===== config.mk =====
export PLATFORM = sky130hd
export DESIGN_NAME = pll_lock_sequencer
export DESIGN_NICKNAME = d
export VERILOG_FILES = /design/src/rtl/pll_lock_seq_pkg.sv /design/src/rtl/pll_lock_sync.sv /design/src/rtl/pll_lock_sequencer.sv
export SDC_FILE = /design/constraint.sdc
export NUM_CORES = 1
export LEC_CHECK = 0
export ABC_AREA = 1
export CAP_MARGIN = 40
export CORE_AREA = 2 2 57 59
export DETAILED_ROUTE_END_ITERATION = 7
export DIE_AREA = 0 0 59 61
export PLACE_DENSITY_LB_ADDON = 0.12
export SKIP_CTS_REPAIR_TIMING = 1
export SLEW_MARGIN = 10
export SYNTH_ARGS = -nofsm -noshare
export SYNTH_HDL_FRONTEND = slang
export SYNTH_SLANG_ARGS = --single-unit

===== constraint.sdc =====
create_clock -name CLKI -period 4.5 [get_ports CLKI]
set_input_delay 0.675 -clock CLKI [delete_from_list [all_inputs] [get_ports CLKI]]
set_output_delay 0.675 -clock CLKI [all_outputs]
set_load 0.05 [all_outputs]

===== src/rtl/pll_lock_seq_pkg.sv =====
// Shared types and helpers for the PLL lock sequencer.
// State encoding matches the debug value reported on state_o.
package pll_lock_seq_pkg;

    localparam int STATE_W = 3;

    typedef enum logic [STATE_W-1:0] {
        ST_IDLE      = 3'd0,
        ST_RST_PLL   = 3'd1,
        ST_WAIT_LOCK = 3'd2,
        ST_STABLE    = 3'd3,
        ST_RUN       = 3'd4,
        ST_FAIL      = 3'd5
    } pll_state_e;

    // Larger of two cycle parameters.
    function automatic int max_of(input int a, input int b);
        if (a > b) begin
            return a;
        end else begin
            return b;
        end
    endfunction

    // Bits needed for a counter that reaches max_cyc-1.
    function automatic int cnt_width(input int max_cyc);
        if (max_cyc < 2) begin
            return 1;
        end else begin
            return $clog2(max_cyc);
        end
    endfunction

endpackage


===== src/rtl/pll_lock_sync.sv =====
// Two-flop synchronizer for asynchronous status inputs.
// Synchronous reset clears both stages to 0.
module pll_lock_sync #(
    parameter int WIDTH = 1
) (
    input  logic             clk,
    input  logic             rst,
    input  logic [WIDTH-1:0] d,
    output logic [WIDTH-1:0] q
);

    logic [WIDTH-1:0] meta_r;
    logic [WIDTH-1:0] sync_r;

    // Two-stage capture of the asynchronous input.
    always_ff @(posedge clk) begin
        if (rst) begin
            meta_r <= {WIDTH{1'b0}};
            sync_r <= {WIDTH{1'b0}};
        end else begin
            meta_r <= d;
            sync_r <= meta_r;
        end
    end

    assign q = sync_r;

endmodule


===== src/rtl/pll_lock_sequencer.sv =====
// PLL reset / lock qualification sequencer.
// Drives the PLL reset, waits for a stable synchronized lock, then releases
// the datapath reset. Retries on lock timeout, re-sequences on loss of lock.
// Optional build macro PLL_LOCK_SEQ_LOL_FILTER_EN: require LOL_FILTER_CYC
// consecutive low lock cycles in RUN before declaring loss of lock.
module pll_lock_sequencer
    import pll_lock_seq_pkg::*;
#(
    parameter int RST_PULSE_CYC    = 16,
    parameter int LOCK_STABLE_CYC  = 1024,
    parameter int LOCK_TIMEOUT_CYC = 65536,
    parameter int MAX_RETRY        = 7,
    parameter int LOL_FILTER_CYC   = 4
) (
    input  logic               CLKI,
    input  logic               RST,
    input  logic               en,
    input  logic               clr_fail,
    input  logic               pll_lock,
    output logic               pll_rst,
    output logic               dp_rst,
    output logic               ready,
    output logic               fail,
    output logic               lol_sticky,
    output logic [2:0]         retry_cnt,
    output logic [STATE_W-1:0] state_o
);

    localparam int MAX_CYC = max_of(max_of(RST_PULSE_CYC, LOCK_STABLE_CYC),
                                    max_of(LOCK_TIMEOUT_CYC, LOL_FILTER_CYC));
    localparam int CNT_W   = cnt_width(MAX_CYC);

    localparam logic [CNT_W-1:0] CNT_ONE    = CNT_W'(1);
    localparam logic [CNT_W-1:0] RST_LAST   = CNT_W'(RST_PULSE_CYC - 1);
    localparam logic [CNT_W-1:0] STB_LAST   = CNT_W'(LOCK_STABLE_CYC - 1);
    localparam logic [CNT_W-1:0] TO_LAST    = CNT_W'(LOCK_TIMEOUT_CYC - 1);
    localparam logic [2:0]       MAX_RETRY_V = 3'(MAX_RETRY);
`ifdef PLL_LOCK_SEQ_LOL_FILTER_EN
    localparam logic [CNT_W-1:0] LOL_LAST   = CNT_W'(LOL_FILTER_CYC - 1);
`endif

    logic             lock_s;
    pll_state_e       state_r;
    pll_state_e       state_nxt_s;
    logic [CNT_W-1:0] cnt_r;
    logic [CNT_W-1:0] cnt_nxt_s;
    logic [2:0]       retry_r;
    logic [2:0]       retry_nxt_s;
    logic             lol_evt_s;
    logic             pll_rst_r;
    logic             dp_rst_r;
    logic             ready_r;
    logic             fail_r;
    logic             lol_r;
    logic             pll_rst_nxt_s;
    logic             dp_rst_nxt_s;
    logic             ready_nxt_s;
    logic             fail_nxt_s;
    logic             lol_nxt_s;

    pll_lock_sync #(.WIDTH(1)) u_lock_sync (
        .clk (CLKI),
        .rst (RST),
        .d   (pll_lock),
        .q   (lock_s)
    );

    // State, counter, retry and output registers.
    always_ff @(posedge CLKI) begin
        if (RST) begin
            state_r   <= ST_IDLE;
            cnt_r     <= {CNT_W{1'b0}};
            retry_r   <= 3'd0;
            pll_rst_r <= 1'b1;
            dp_rst_r  <= 1'b1;
            ready_r   <= 1'b0;
            fail_r    <= 1'b0;
            lol_r     <= 1'b0;
        end else begin
            state_r   <= state_nxt_s;
            cnt_r     <= cnt_nxt_s;
            retry_r   <= retry_nxt_s;
            pll_rst_r <= pll_rst_nxt_s;
            dp_rst_r  <= dp_rst_nxt_s;
            ready_r   <= ready_nxt_s;
            fail_r    <= fail_nxt_s;
            lol_r     <= lol_nxt_s;
        end
    end

    // Next state, retry count and phase counter; en=0 overrides everything.
    always_comb begin
        state_nxt_s = state_r;
        retry_nxt_s = retry_r;
        lol_evt_s   = 1'b0;
        if (!en) begin
            state_nxt_s = ST_IDLE;
        end else begin
            case (state_r)
                ST_IDLE: begin
                    state_nxt_s = ST_RST_PLL;
                    retry_nxt_s = 3'd0;
                end
                ST_RST_PLL: begin
                    if (cnt_r == RST_LAST) begin
                        state_nxt_s = ST_WAIT_LOCK;
                    end else begin
                        state_nxt_s = ST_RST_PLL;
                    end
                end
                ST_WAIT_LOCK: begin
                    // Lock wins over a coincident timeout.
                    if (lock_s) begin
                        state_nxt_s = ST_STABLE;
                    end else if (cnt_r == TO_LAST) begin
                        if (retry_r >= MAX_RETRY_V) begin
                            state_nxt_s = ST_FAIL;
                        end else begin
                            retry_nxt_s = retry_r + 3'd1;
                            state_nxt_s = ST_RST_PLL;
                        end
                    end else begin
                        state_nxt_s = ST_WAIT_LOCK;
                    end
                end
                ST_STABLE: begin
                    if (!lock_s) begin
                        state_nxt_s = ST_WAIT_LOCK;
                    end else if (cnt_r == STB_LAST) begin
                        state_nxt_s = ST_RUN;
                        retry_nxt_s = 3'd0;
                    end else begin
                        state_nxt_s = ST_STABLE;
                    end
                end
                ST_RUN: begin
`ifdef PLL_LOCK_SEQ_LOL_FILTER_EN
                    // cnt_r holds the length of the current lock dropout.
                    if (!lock_s && (cnt_r == LOL_LAST)) begin
`else
                    if (!lock_s) begin
`endif
                        lol_evt_s   = 1'b1;
                        state_nxt_s = ST_RST_PLL;
                    end else begin
                        state_nxt_s = ST_RUN;
                    end
                end
                ST_FAIL: begin
                    if (clr_fail) begin
                        state_nxt_s = ST_IDLE;
                    end else begin
                        state_nxt_s = ST_FAIL;
                    end
                end
                default: begin
                    state_nxt_s = ST_IDLE;
                end
            endcase
        end

        // Counter restarts on every state entry.
        cnt_nxt_s = {CNT_W{1'b0}};
        if (state_nxt_s == state_r) begin
            case (state_r)
                ST_RST_PLL, ST_WAIT_LOCK, ST_STABLE: begin
                    cnt_nxt_s = cnt_r + CNT_ONE;
                end
`ifdef PLL_LOCK_SEQ_LOL_FILTER_EN
                ST_RUN: begin
                    if (lock_s) begin
                        cnt_nxt_s = {CNT_W{1'b0}};
                    end else begin
                        cnt_nxt_s = cnt_r + CNT_ONE;
                    end
                end
`endif
                default: begin
                    cnt_nxt_s = {CNT_W{1'b0}};
                end
            endcase
        end else begin
            cnt_nxt_s = {CNT_W{1'b0}};
        end
    end

    // Output values for the state being entered, plus sticky status bits.
    always_comb begin
        pll_rst_nxt_s = 1'b1;
        dp_rst_nxt_s  = 1'b1;
        ready_nxt_s   = 1'b0;
        case (state_nxt_s)
            ST_WAIT_LOCK, ST_STABLE: begin
                pll_rst_nxt_s = 1'b0;
            end
            ST_RUN: begin
                pll_rst_nxt_s = 1'b0;
                dp_rst_nxt_s  = 1'b0;
                ready_nxt_s   = 1'b1;
            end
            default: begin
                pll_rst_nxt_s = 1'b1;
            end
        endcase

        if (state_nxt_s == ST_FAIL) begin
            fail_nxt_s = 1'b1;
        end else if (en && clr_fail) begin
            fail_nxt_s = 1'b0;
        end else begin
            fail_nxt_s = fail_r;
        end

        if (lol_evt_s) begin
            lol_nxt_s = 1'b1;
        end else if (en && clr_fail) begin
            lol_nxt_s = 1'b0;
        end else begin
            lol_nxt_s = lol_r;
        end
    end

    assign pll_rst    = pll_rst_r;
    assign dp_rst     = dp_rst_r;
    assign ready      = ready_r;
    assign fail       = fail_r;
    assign lol_sticky = lol_r;
    assign retry_cnt  = retry_r;
    assign state_o    = state_r;

endmodule


; ---- Word-level counts from Yosys, hierarchy flattened
; Cells that the tools add are included.
[classes]
add_sub_neg = 2
order_cmp = 1
eq_ne = 18
n_mux = 25
n_bitwise = 2
n_reduce_logical = 9
[ops]
columns = operator, count
row1 = 3-bit two-way mux, 13
row2 = 3-bit one-hot mux with 6 select lines, 1
row3 = "16-bit by 1-bit adder with 16-bit output, second input constant", 1
row4 = "16-bit by 10-bit == test with 1-bit output, second input constant", 1
row5 = "16-bit == test, second input constant", 1
row6 = "16-bit by 4-bit == test with 1-bit output, second input constant", 1
row7 = "3-bit by 2-bit == test with 1-bit output, second input constant", 4
row8 = "3-bit == test, second input constant", 4
row9 = 1-bit two-way mux, 9
row10 = 3-bit one-hot mux with 3 select lines, 1
row11 = 3-bit OR reduction, 3
row12 = "2-bit != test, second input constant", 4
row13 = 7-bit AND reduction, 1
row14 = 2-bit nonzero test, 2
row15 = "3-bit by 1-bit adder with 3-bit output, second input constant", 1
row16 = "3-bit by 1-bit == test with 1-bit output, second input constant", 1
row17 = 3-bit == test, 1
row18 = "3-bit >= comparator, second input constant", 1
row19 = 3-bit logical NOT, 1
row20 = 3-bit nonzero test, 1
row21 = 2-bit two-way mux, 1
row22 = "2-bit by 1-bit != test with 1-bit output, second input constant", 1
row23 = 1-bit NOT, 2
row24 = 1-bit logical AND, 1
[word_totals]
regBits = 29
wordCells = 67

; ---- Depth between registers and ports, before layout
; Gate-level depths: netlist of the first run.
[logic_depth]
ltp_word = 9
depth_mapped = 13

; ---- Modules after synthesis
; A second synthesis of the first run with hierarchy kept.
[unflattened]
cells_unflattened = 215
hier_area_um2 = 1622.8
[by_module_without_submodules]
columns = mod, instances, cells_per_inst, area_each_um2, seq_area_each_um2
row1 = pll_lock_sequencer, 1, 209, 1567.8, 540.5
row2 = pll_lock_sync, 1, 6, 55.1, 40.0

; ---- Worst setup path before layout of the first run
; Ideal clock, no wire load.
[synth_timing]
kind = register to register
from = register retry_r[1] (netlist: retry_cnt[1])
to = register cnt_r[7]
setup_time_ps = 126
t_arrival_ps = 1823
t_required_ps = 4374
path_slack_ps = 2552
path_stages_with_launch = 11
path_buffers = 1
period_less_slack_ps = 1948
path_cell_list = dfxtp_1 ha_1 ha_1 inv_1 a21oi_1 nand3_1 nand3_1 a21oi_1 nand3_4 buf_8 nor3_4
[synth_via]
elab_chain_cells = 9
[synth_rtl]
columns = element, line
row1 = from (decl), pll_lock_sequencer.sv:47  ; logic [2:0] retry_r;
row2 = from (signal assigned), pll_lock_sequencer.sv:82  ; retry_r <= retry_nxt_s;
row3 = 3-bit >= comparator, pll_lock_sequencer.sv:116  ; if (retry_r >= MAX_RETRY_V) begin
row4 = 3-bit two-way mux, pll_lock_sequencer.sv:116
row5 = 3-bit two-way mux, pll_lock_sequencer.sv:115  ; end else if (cnt_r == TO_LAST) begin
row6 = 3-bit two-way mux, pll_lock_sequencer.sv:113  ; if (lock_s) begin
row7 = 3-bit one-hot mux with 6 select lines, pll_lock_sequencer.sv:99  ; case (state_r)
row8 = 3-bit two-way mux, pll_lock_sequencer.sv:96  ; if (!en) begin
row9 = 3-bit == test, pll_lock_sequencer.sv:164  ; if (state_nxt_s == state_r) begin
row10 = 1-bit NOT (no source line), --
row11 = 3-bit OR reduction (no source line), --
row12 = to (signal assigned), pll_lock_sequencer.sv:72  ; cnt_r <= {CNT_W{1'b0}};
row13 = to (signal assigned), pll_lock_sequencer.sv:81  ; cnt_r <= cnt_nxt_s;
row14 = to (decl), pll_lock_sequencer.sv:45  ; logic [CNT_W-1:0] cnt_r;
; No other way between the ends.
; A chain may end at the register's enable or synchronous reset.

; ---- Final worst setup path of the first run
[layout_timing]
from = register state_r[1] (netlist: state_o[1])
to = output port state_o[1]
[layout_rtl]
columns = element, line
row1 = from (decl), pll_lock_sequencer.sv:43  ; pll_state_e state_r;
row2 = from (signal assigned), pll_lock_sequencer.sv:80  ; state_r <= state_nxt_s;
row3 = to (decl), pll_lock_sequencer.sv:26  ; output logic [STATE_W-1:0] state_o
; No word-level cell between the ends.

==> results of run 1 <==
[logic make-up (layout without fill, tap and decap cells)]
group / after synthesis / count (layout)
XOR/XNOR: 13 / 13
adder cells (fa/ha/maj): 3 / 3
AND/OR/NAND/NOR: 120 / 120
AO/OA/AOI/OAI: 10 / 10
flip-flops: 29 / 29
buffers and inverters: 34 / 53
[area by class of cell]
cell class                      instances  area [µm²]  share of cell area (%)
Clock buffer                            6       41.29                   2.352
Clock inverter                          2       10.01                  0.5702
Inverter                               30       112.6                   6.415
Multi-Input combinational cell        146       819.5                   46.69
Sequential cell                        29       580.6                   33.07
Tap cell                               33       41.29                   2.352
Timing Repair Buffer                   15       150.1                   8.553
[layer usage]
metal  vias up  GRT usage [%]
met5         -              0
li1        694              -
met2        45          29.52
met4         0          8.117
met1       577          22.16
met3         4          7.676
[per-stage QoR]
| stage | util [%] | total power, mW | std cells |
|---|---|---|---|
| 5_1_grt | 59.45 | 0.4809 | 261 |
| 6_report | 59.45 | 0.4562 | 261 |
| 3_3_place_gp | 57.71 | 0.3146 | 253 |
| 4_1_cts | 59.45 | 0.4677 | 261 |
| 3_5_place_dp | 57.71 | 0.3153 | 253 |
| 2_1_floorplan | - | 0.3049 | 209 |
[cells in the final DEF (no fill, tap or decap)]
cell type	netlist	final
o21ai_0	1	1
nand3_2	2	2
dfxtp_1	29	29
nand2_2	4	4
nor3_2	9	9
inv_1	28	28
nand2_4	1	1
nand2_1	39	39
nor4_1	1	1
inv_2	2	2
clkbuf_4	0	5
xor2_1	6	6
nand3_4	1	1
a21oi_1	7	7
clkbuf_1	1	1
nor3_4	1	1
clkinv_2	0	2
xnor2_1	7	7
nor2_1	29	29
clkdlybuf4s50_1	0	15
nand4_1	3	3
a21oi_2	1	1
nand3_1	17	17
o21ai_1	1	1
ha_1	3	3
nor3_1	10	10
nor2_2	3	3
[worst max path at each step]
stage                      start      endpoint  slack [ns]  depth (start not counted)
detailed placement           RST      cnt_r[2]        2.15                          6
CTS                   state_o[1]    state_o[1]        2.13                          1
finish                state_o[1]    state_o[1]        2.17                          1
global route          state_o[1]    state_o[1]        2.10                          1
global placement              en  retry_cnt[1]        2.18                          6
floorplan           retry_cnt[1]      cnt_r[7]        2.55                         10
[where the power goes]
part / internal [mW] / total (mW) / switching [mW] / leakage (nW)
Clock: 0.0593 / 0.147 / 0.0879 / 0.0320
Combinational: 0.0139 / 0.0458 / 0.0319 / 0.406
Sequential: 0.260 / 0.263 / 0.00323 / 0.235
[registers in the layout (all words and copies together), names as in the netlist]
| name | count |
|---|---|
| fail | 1 |
| pll_rst | 1 |
| ready | 1 |
| state_o | 3 |
| u_lock_sync.meta_r | 1 |
| dp_rst | 1 |
| retry_cnt | 3 |
| u_lock_sync.q | 1 |
| cnt_r | 16 |
| lol_sticky | 1 |
==> impl_metrics.toml, run 1 <==
[floorplan]
ios = 16
fp.dieArea_um2 = 3599
num_rows = 20
initial_utilization_pct = 52.50
fp.dieH_um = 61
die_x_um = 59
core_um2 = 2953

[synthesis]
synth.avg_cell_area_um2 = 7.417
synth_common_cells = "nand2_1, dfxtp_1, nor2_1, inv_1, nand3_1"
synthAdderAreaFrac_pct = 2.421
synth-xor-area-share_pct = 7.345
synth_edf_count = 0
ys_seq_elements = 29
synth_area_um2 = 1550
yosysWarningCount = 0
synth_area_leader_cell = "dfxtp_1"
synthCells = 209
yosysMostFrequentCell = "nand2_1"
yosysSeqAreaShare_pct = 37.45
synth_top_family_by_area = "simple AND/OR/NAND/NOR gates"
synth.mux.area_fraction_pct = 0
synth_cell_types = 27
ys_async_sr_fraction_pct = 0
yosysTopAreaCellShare_pct = 37.45
synth_ff_type = "dfxtp_1"
synth-compound-area-share_pct = 3.471
synth_area_leaders = "dfxtp_1, nand2_1, nor2_1"
synthSimpleGateAreaFrac_pct = 39.63
synth_nets = 217

[drt]
met1_length_um = 1288
drc = 0
wl_met3_um = 193
firstDrtPassIters = 4
topRoutingLayerUsed = "met4"
postRouteAntennaNets = 0
drt-total-wl_um = 2846
routedWlPerCell_um = 10.90
vias_per_cell = 5.057
dr_total_vias = 1320
drt-initial-drc-count = 49
wl_met2_um = 1331

[clock_network]
cts_buffers = 5
root_buffer = "clkbuf_4"
clkTransAtPathRegs_ns = 0.09
clk_latency_ns = 0.33
cts_max_path_buffers = 2
clock-sinks = 29
cts_tree = "yes"
htree_num_levels = 2

[worst_setup_path]
path_class = "flip-flop to primary output"
rr_worst_depth = 10
r2r_start = "cnt_r[0]"
crit_chain = "clkdlybuf4s50_1"
max_stage_delay_ns = 0.86
cp_top_family = "buffers and inverters"
endpoint_kind = "primary output"
worst-path-buf-inv = 1
r2r_setup_slack_ns = 2.60
worstPathRequired_ns = 3.83
cp_max_fo = 8
critPathLaunchType = "flip-flop"
crit_slowest_cell = "clkdlybuf4s50_1"
critPathArrivalTime_ns = 1.66
reg2reg_to = "cnt_r[4]"

[timing]
max_freq_ghz = 0.4289
rsz0062_at_grt = "no"
relSlewSlack_pct = 66.40
period_minus_slack_ns = 2.332
finalHoldViolCount = 0
holdWs_ns = 0.4133
finalSetupViolCount = 0
fin_crit_sh_pct = 51.82
drv_slew = 0
fin_ws_ns = 2.168
tns_ns = 0
worst_pin_slew_ns = 0.5024
clock_skew_ns = 0.007124

[placement]
io_buffers = 15
post-place-ws_ns = 2.153
place.gp.congestion = 0.9315
dpl.hpwl_um = 2155
placed_area_um2 = 1704

[cells_and_area]
diodes = 0
nFillCells = 275
fin_area_um2 = 1755
finish.net_count = 235
area_growth_pct = 13.24
drive_gt1_share_pct = 13.60

[min_path]
min_to = "u_lock_sync.q"
hold_start = "u_lock_sync.meta_r"
hp-class = "flip-flop to flip-flop"
whs_path_depth = 2

[power_and_ir_drop]
peakVddDrop_v = 0.0001823
power_density_nw_per_um2 = 259.9
power.leakage_nw = 0.6729

[global_routing]
grt_max_degree = 17
grt_overflow = 0
antenna_found_initial = 0
grt_pass1_wl_um = 5009
grt_pass1_vias = 1233
gr-usage-all-layers_pct = 18.58

[job]
maxCapViolations = 0

[run_status]
outcome = "complete, no violations"
(Power assumes the default switching activity.)
==> run 2, diff against run 1 <==
- CORE_AREA: 2 2 57 59 -> 2 2 59 61
- DIE_AREA: 0 0 59 61 -> 0 0 61 63
- clock period: 4.5 -> 2 ns (I/O delays scaled with it)
==> impl_metrics.toml, run 2 (synthesized netlist as in run 1, its figures left out) <==
[timing]
fin_crit_sh_pct = 96.98
drv_slew = 0
max_freq_ghz = 0.5156
finalHoldViolCount = 0
rsz0062_at_grt = "no"
tns_ns = 0
period_minus_slack_ns = 1.940
clock_skew_ns = 0.01214
holdWs_ns = 0.4124
relSlewSlack_pct = 65.80
worst_pin_slew_ns = 0.5122
finalSetupViolCount = 0

[drt]
vias_per_cell = 4.827
drt-initial-drc-count = 55
drt-total-wl_um = 3078
routedWlPerCell_um = 11.07
drc = 0
dr_total_vias = 1342
postRouteAntennaNets = 0
firstDrtPassIters = 4

[floorplan]
ios = 16
core_um2 = 3232
fp.dieArea_um2 = 3843
num_rows = 21
initial_utilization_pct = 47.97
fp.dieH_um = 63
die_x_um = 61

[clock_network]
cts_max_path_buffers = 2
htree_num_levels = 2
clkTransAtPathRegs_ns = 0.09
clock-sinks = 29
root_buffer = "clkbuf_4"
clk_latency_ns = 0.33
cts_buffers = 5
cts_tree = "yes"

[worst_setup_path]
worstPathRequired_ns = 1.70
crit_slowest_cell = "clkdlybuf4s50_1"
crit_chain = "clkdlybuf4s50_1"
critPathArrivalTime_ns = 1.64
worst-path-buf-inv = 1
max_stage_delay_ns = 0.86
critPathLaunchType = "flip-flop"
path_class = "flip-flop to primary output"
endpoint_kind = "primary output"
cp_max_fo = 6
cp_top_family = "buffers and inverters"

[global_routing]
grt_max_degree = 17
grt_pass1_wl_um = 5085
grt_overflow = 0
gr-usage-all-layers_pct = 17.35
grt_pass1_vias = 1266
antenna_found_initial = 0

[min_path]
hp-class = "flip-flop to flip-flop"

[job]
maxCapViolations = 0

[cells_and_area]
area_growth_pct = 19.69
finish.net_count = 239
diodes = 0
max_flop_register = "cnt_r"
layout_commonest_cell = "nand2_1"
nFillCells = 318
largest_reg_flops = 16
drive_gt1_share_pct = 17.24
mostFrequentLayoutCells = "nand2_1, nor2_1, dfxtp_1"
fin_area_um2 = 1856

[power_and_ir_drop]
peakVddDrop_v = 0.0003367
power_density_nw_per_um2 = 598.7
p_total_mw = 1.111
power.leakage_nw = 0.7194

[placement]
io_buffers = 15
place.gp.congestion = 0.8531
placed_area_um2 = 1743
dpl.hpwl_um = 2189

[run_status]
outcome = "complete, no violations"
-- run 2: changes by cell type in the layout (fill, tap and decap cells not counted), sizes merged --
cell and delta:
clkbuf +1, dlymetal6s2s +1, nand3 +1, buf +3
clkdlybuf4s50 -1, clkinv -1
-- run 2: per-layer routing --
layer	share of wire, %	track usage, %	routed length (µm)	vias up
met3	4.5	6.211	138	4
li1	-	-	-	705
met1	45	21.15	1374	604
met4	1.1	4.348	34	0
met5	0	0	0	-
met2	50	28.49	1530	29
-- run 2: area by class of cell --
type | instances | area, µm² | share of cell area (%)
clock buffers | 7 | 65.06 | 3.506
clock inverters | 1 | 5.005 | 0.2697
inverters | 30 | 112.6 | 6.069
multi-input cells | 147 | 859.6 | 46.32
flip-flops and latches | 29 | 580.6 | 31.29
well taps | 46 | 57.56 | 3.102
repair buffers | 18 | 175.2 | 9.440
-- run 2: final timing paths --
check	slack [ns]	start	depth (start not counted)	to
max	0.06	state_o[2]	1	state_o[2]
min	0.41	u_lock_sync.meta_r	2	u_lock_sync.q
max reg2reg	0.18	cnt_r[0]	12	cnt_r[9]
min reg2reg	0.41	u_lock_sync.meta_r	2	u_lock_sync.q
-- run 2: power by group --
part	switching [mW]	internal (mW)	total (mW)
sequential	0.00748	0.585	0.592
combinational	0.0753	0.0371	0.112
clock	0.203	0.204	0.406
total	0.285	0.825	1.11
-- run 2: metrics by stage --
stage,utilization (%),worst slack [ns],cells
2_1_floorplan,-,0.05172,209
3_5_place_dp,53.93,0.1202,269
4_1_cts,56.10,0.01520,277
3_3_place_gp,53.93,0.1560,269
5_1_grt,57.41,0.01143,278
6_report,57.41,0.06042,278
==> run 3, diff against run 2 <==
- CORE_AREA: 2 2 59 61 -> 2 2 57 59
- DIE_AREA: 0 0 61 63 -> 0 0 59 61
- clock period: 2 -> 1.9 ns (I/O delays scaled with it)
==> impl_metrics.toml, run 3 (synthesized netlist as in run 1, its figures left out) <==
[worst_setup_path]
crit_cells = 1
critPathLaunch = "retry_cnt[2]"
critPathArrivalTime_ns = 1.54
worstPathRequired_ns = 1.62
reg2reg_to = "cnt_r[9]"
max_stage_delay_ns = 0.83
crit_slowest_cell = "clkdlybuf4s50_1"
crit_end = "retry_cnt[2]"
rr_worst_depth = 9
cp_top_family = "buffers and inverters"
critPathLaunchType = "flip-flop"
endpoint_kind = "primary output"
cp_max_fo = 4
worst-path-buf-inv = 1
r2r_setup_slack_ns = 0.17
r2r_start = "retry_cnt[0]"
crit_chain = "clkdlybuf4s50_1"
path_class = "flip-flop to primary output"

[global_routing]
grt_pass1_vias = 1259
grt_pass1_wl_um = 5175
gr-usage-all-layers_pct = 19.00
grt_max_degree = 17
grt_overflow = 0
antenna_found_initial = 0

[power_and_ir_drop]
power.leakage_nw = 0.7139
p_total_mw = 1.109
peakVddDrop_v = 0.0003119
power_density_nw_per_um2 = 601.2

[floorplan]
die_x_um = 59
initial_utilization_pct = 52.50
core_um2 = 2953
fp.dieArea_um2 = 3599
fp.dieH_um = 61
num_rows = 20
ios = 16

[timing]
finalSetupViolCount = 0
clock_skew_ns = 0.003845
period_minus_slack_ns = 1.827
tns_ns = 0
finalHoldViolCount = 0
max_freq_ghz = 0.5473
worst_pin_slew_ns = 0.4986
drv_slew = 0
holdWs_ns = 0.4074
rsz0062_at_grt = "no"
relSlewSlack_pct = 66.66
fin_crit_sh_pct = 96.16

[clock_network]
cts_tree = "yes"
cts_max_path_buffers = 2
clkTransAtPathRegs_ns = 0.08
htree_num_levels = 2
root_buffer = "clkbuf_4"
clock-sinks = 29
clk_latency_ns = 0.32
cts_buffers = 5

[placement]
place_inst = 257
io_buffers = 15
place.gp.congestion = 0.8572
dpl.hpwl_um = 2191

[cells_and_area]
diodes = 0
layout_commonest_cell = "nand2_1"
finish.net_count = 240
largest_reg_flops = 16
mostFrequentLayoutCells = "nand2_1, inv_1, nor2_1"
area_growth_pct = 19.05
drive_gt1_share_pct = 20.26
max_flop_register = "cnt_r"
final_cells = 265
fin_util_pct = 62.50

[drt]
drt-total-wl_um = 3095
firstDrtPassIters = 4
vias_per_cell = 5.158
postRouteAntennaNets = 0
routedWlPerCell_um = 11.68
drt-initial-drc-count = 55
dr_total_vias = 1367
drc = 0

[min_path]
hp-class = "flip-flop to flip-flop"
hold_start = "u_lock_sync.meta_r"

[run_status]
outcome = "complete, no violations"

[job]
maxCapViolations = 0
run 3: changes by cell type in the layout (fill, tap and decap cells not counted), sizes merged:
cell | previous run | this run
clkinv | 1 | 0
buf | 3 | 6
clkdlybuf4s50 | 14 | 12
run 3: worst min-delay path by stage:
stage	endpoint	slack, ns	cells after the start
6_report	u_lock_sync.q	0.41	2
5_1_grt	u_lock_sync.q	0.44	2
4_1_cts	u_lock_sync.q	0.41	2
3_5_place_dp	u_lock_sync.q	0.40	2
3_3_place_gp	u_lock_sync.q	0.39	2
2_1_floorplan	u_lock_sync.q	0.39	2
run 3: power by group:
part,switching [mW],internal [mW],total [mW]
Combinational,0.0770,0.0373,0.114
Sequential,0.00860,0.615,0.624
Clock,0.197,0.174,0.371
run 3: area by class of cell:
type,count,area (µm²)
Sequential cell,29,588.1
Tap cell,33,41.29
Clock buffer,7,55.05
Timing Repair Buffer,19,177.7
Fill cell,267,1107
Multi-Input combinational cell,147,870.8
Inverter,30,112.6
run 3: per-stage QoR:
| stage | cell area, µm² | worst slack (ns) |
|---|---|---|
| floorplan | 1553 | 0.01346 |
| global placement | 1732 | 0.09380 |
| detailed placement | 1732 | 0.008549 |
| CTS | 1787 | 0.02334 |
| global route | 1846 | 0.006763 |
| finish | 1846 | 0.07296 |
run 3: routing by layer:
layer,up-vias,track usage (%),wire length [µm]
met5,-,0,0
met4,0,7.792,32
met3,5,5.117,151
met2,36,31.75,1512
met1,621,23.27,1398
li1,705,-,-
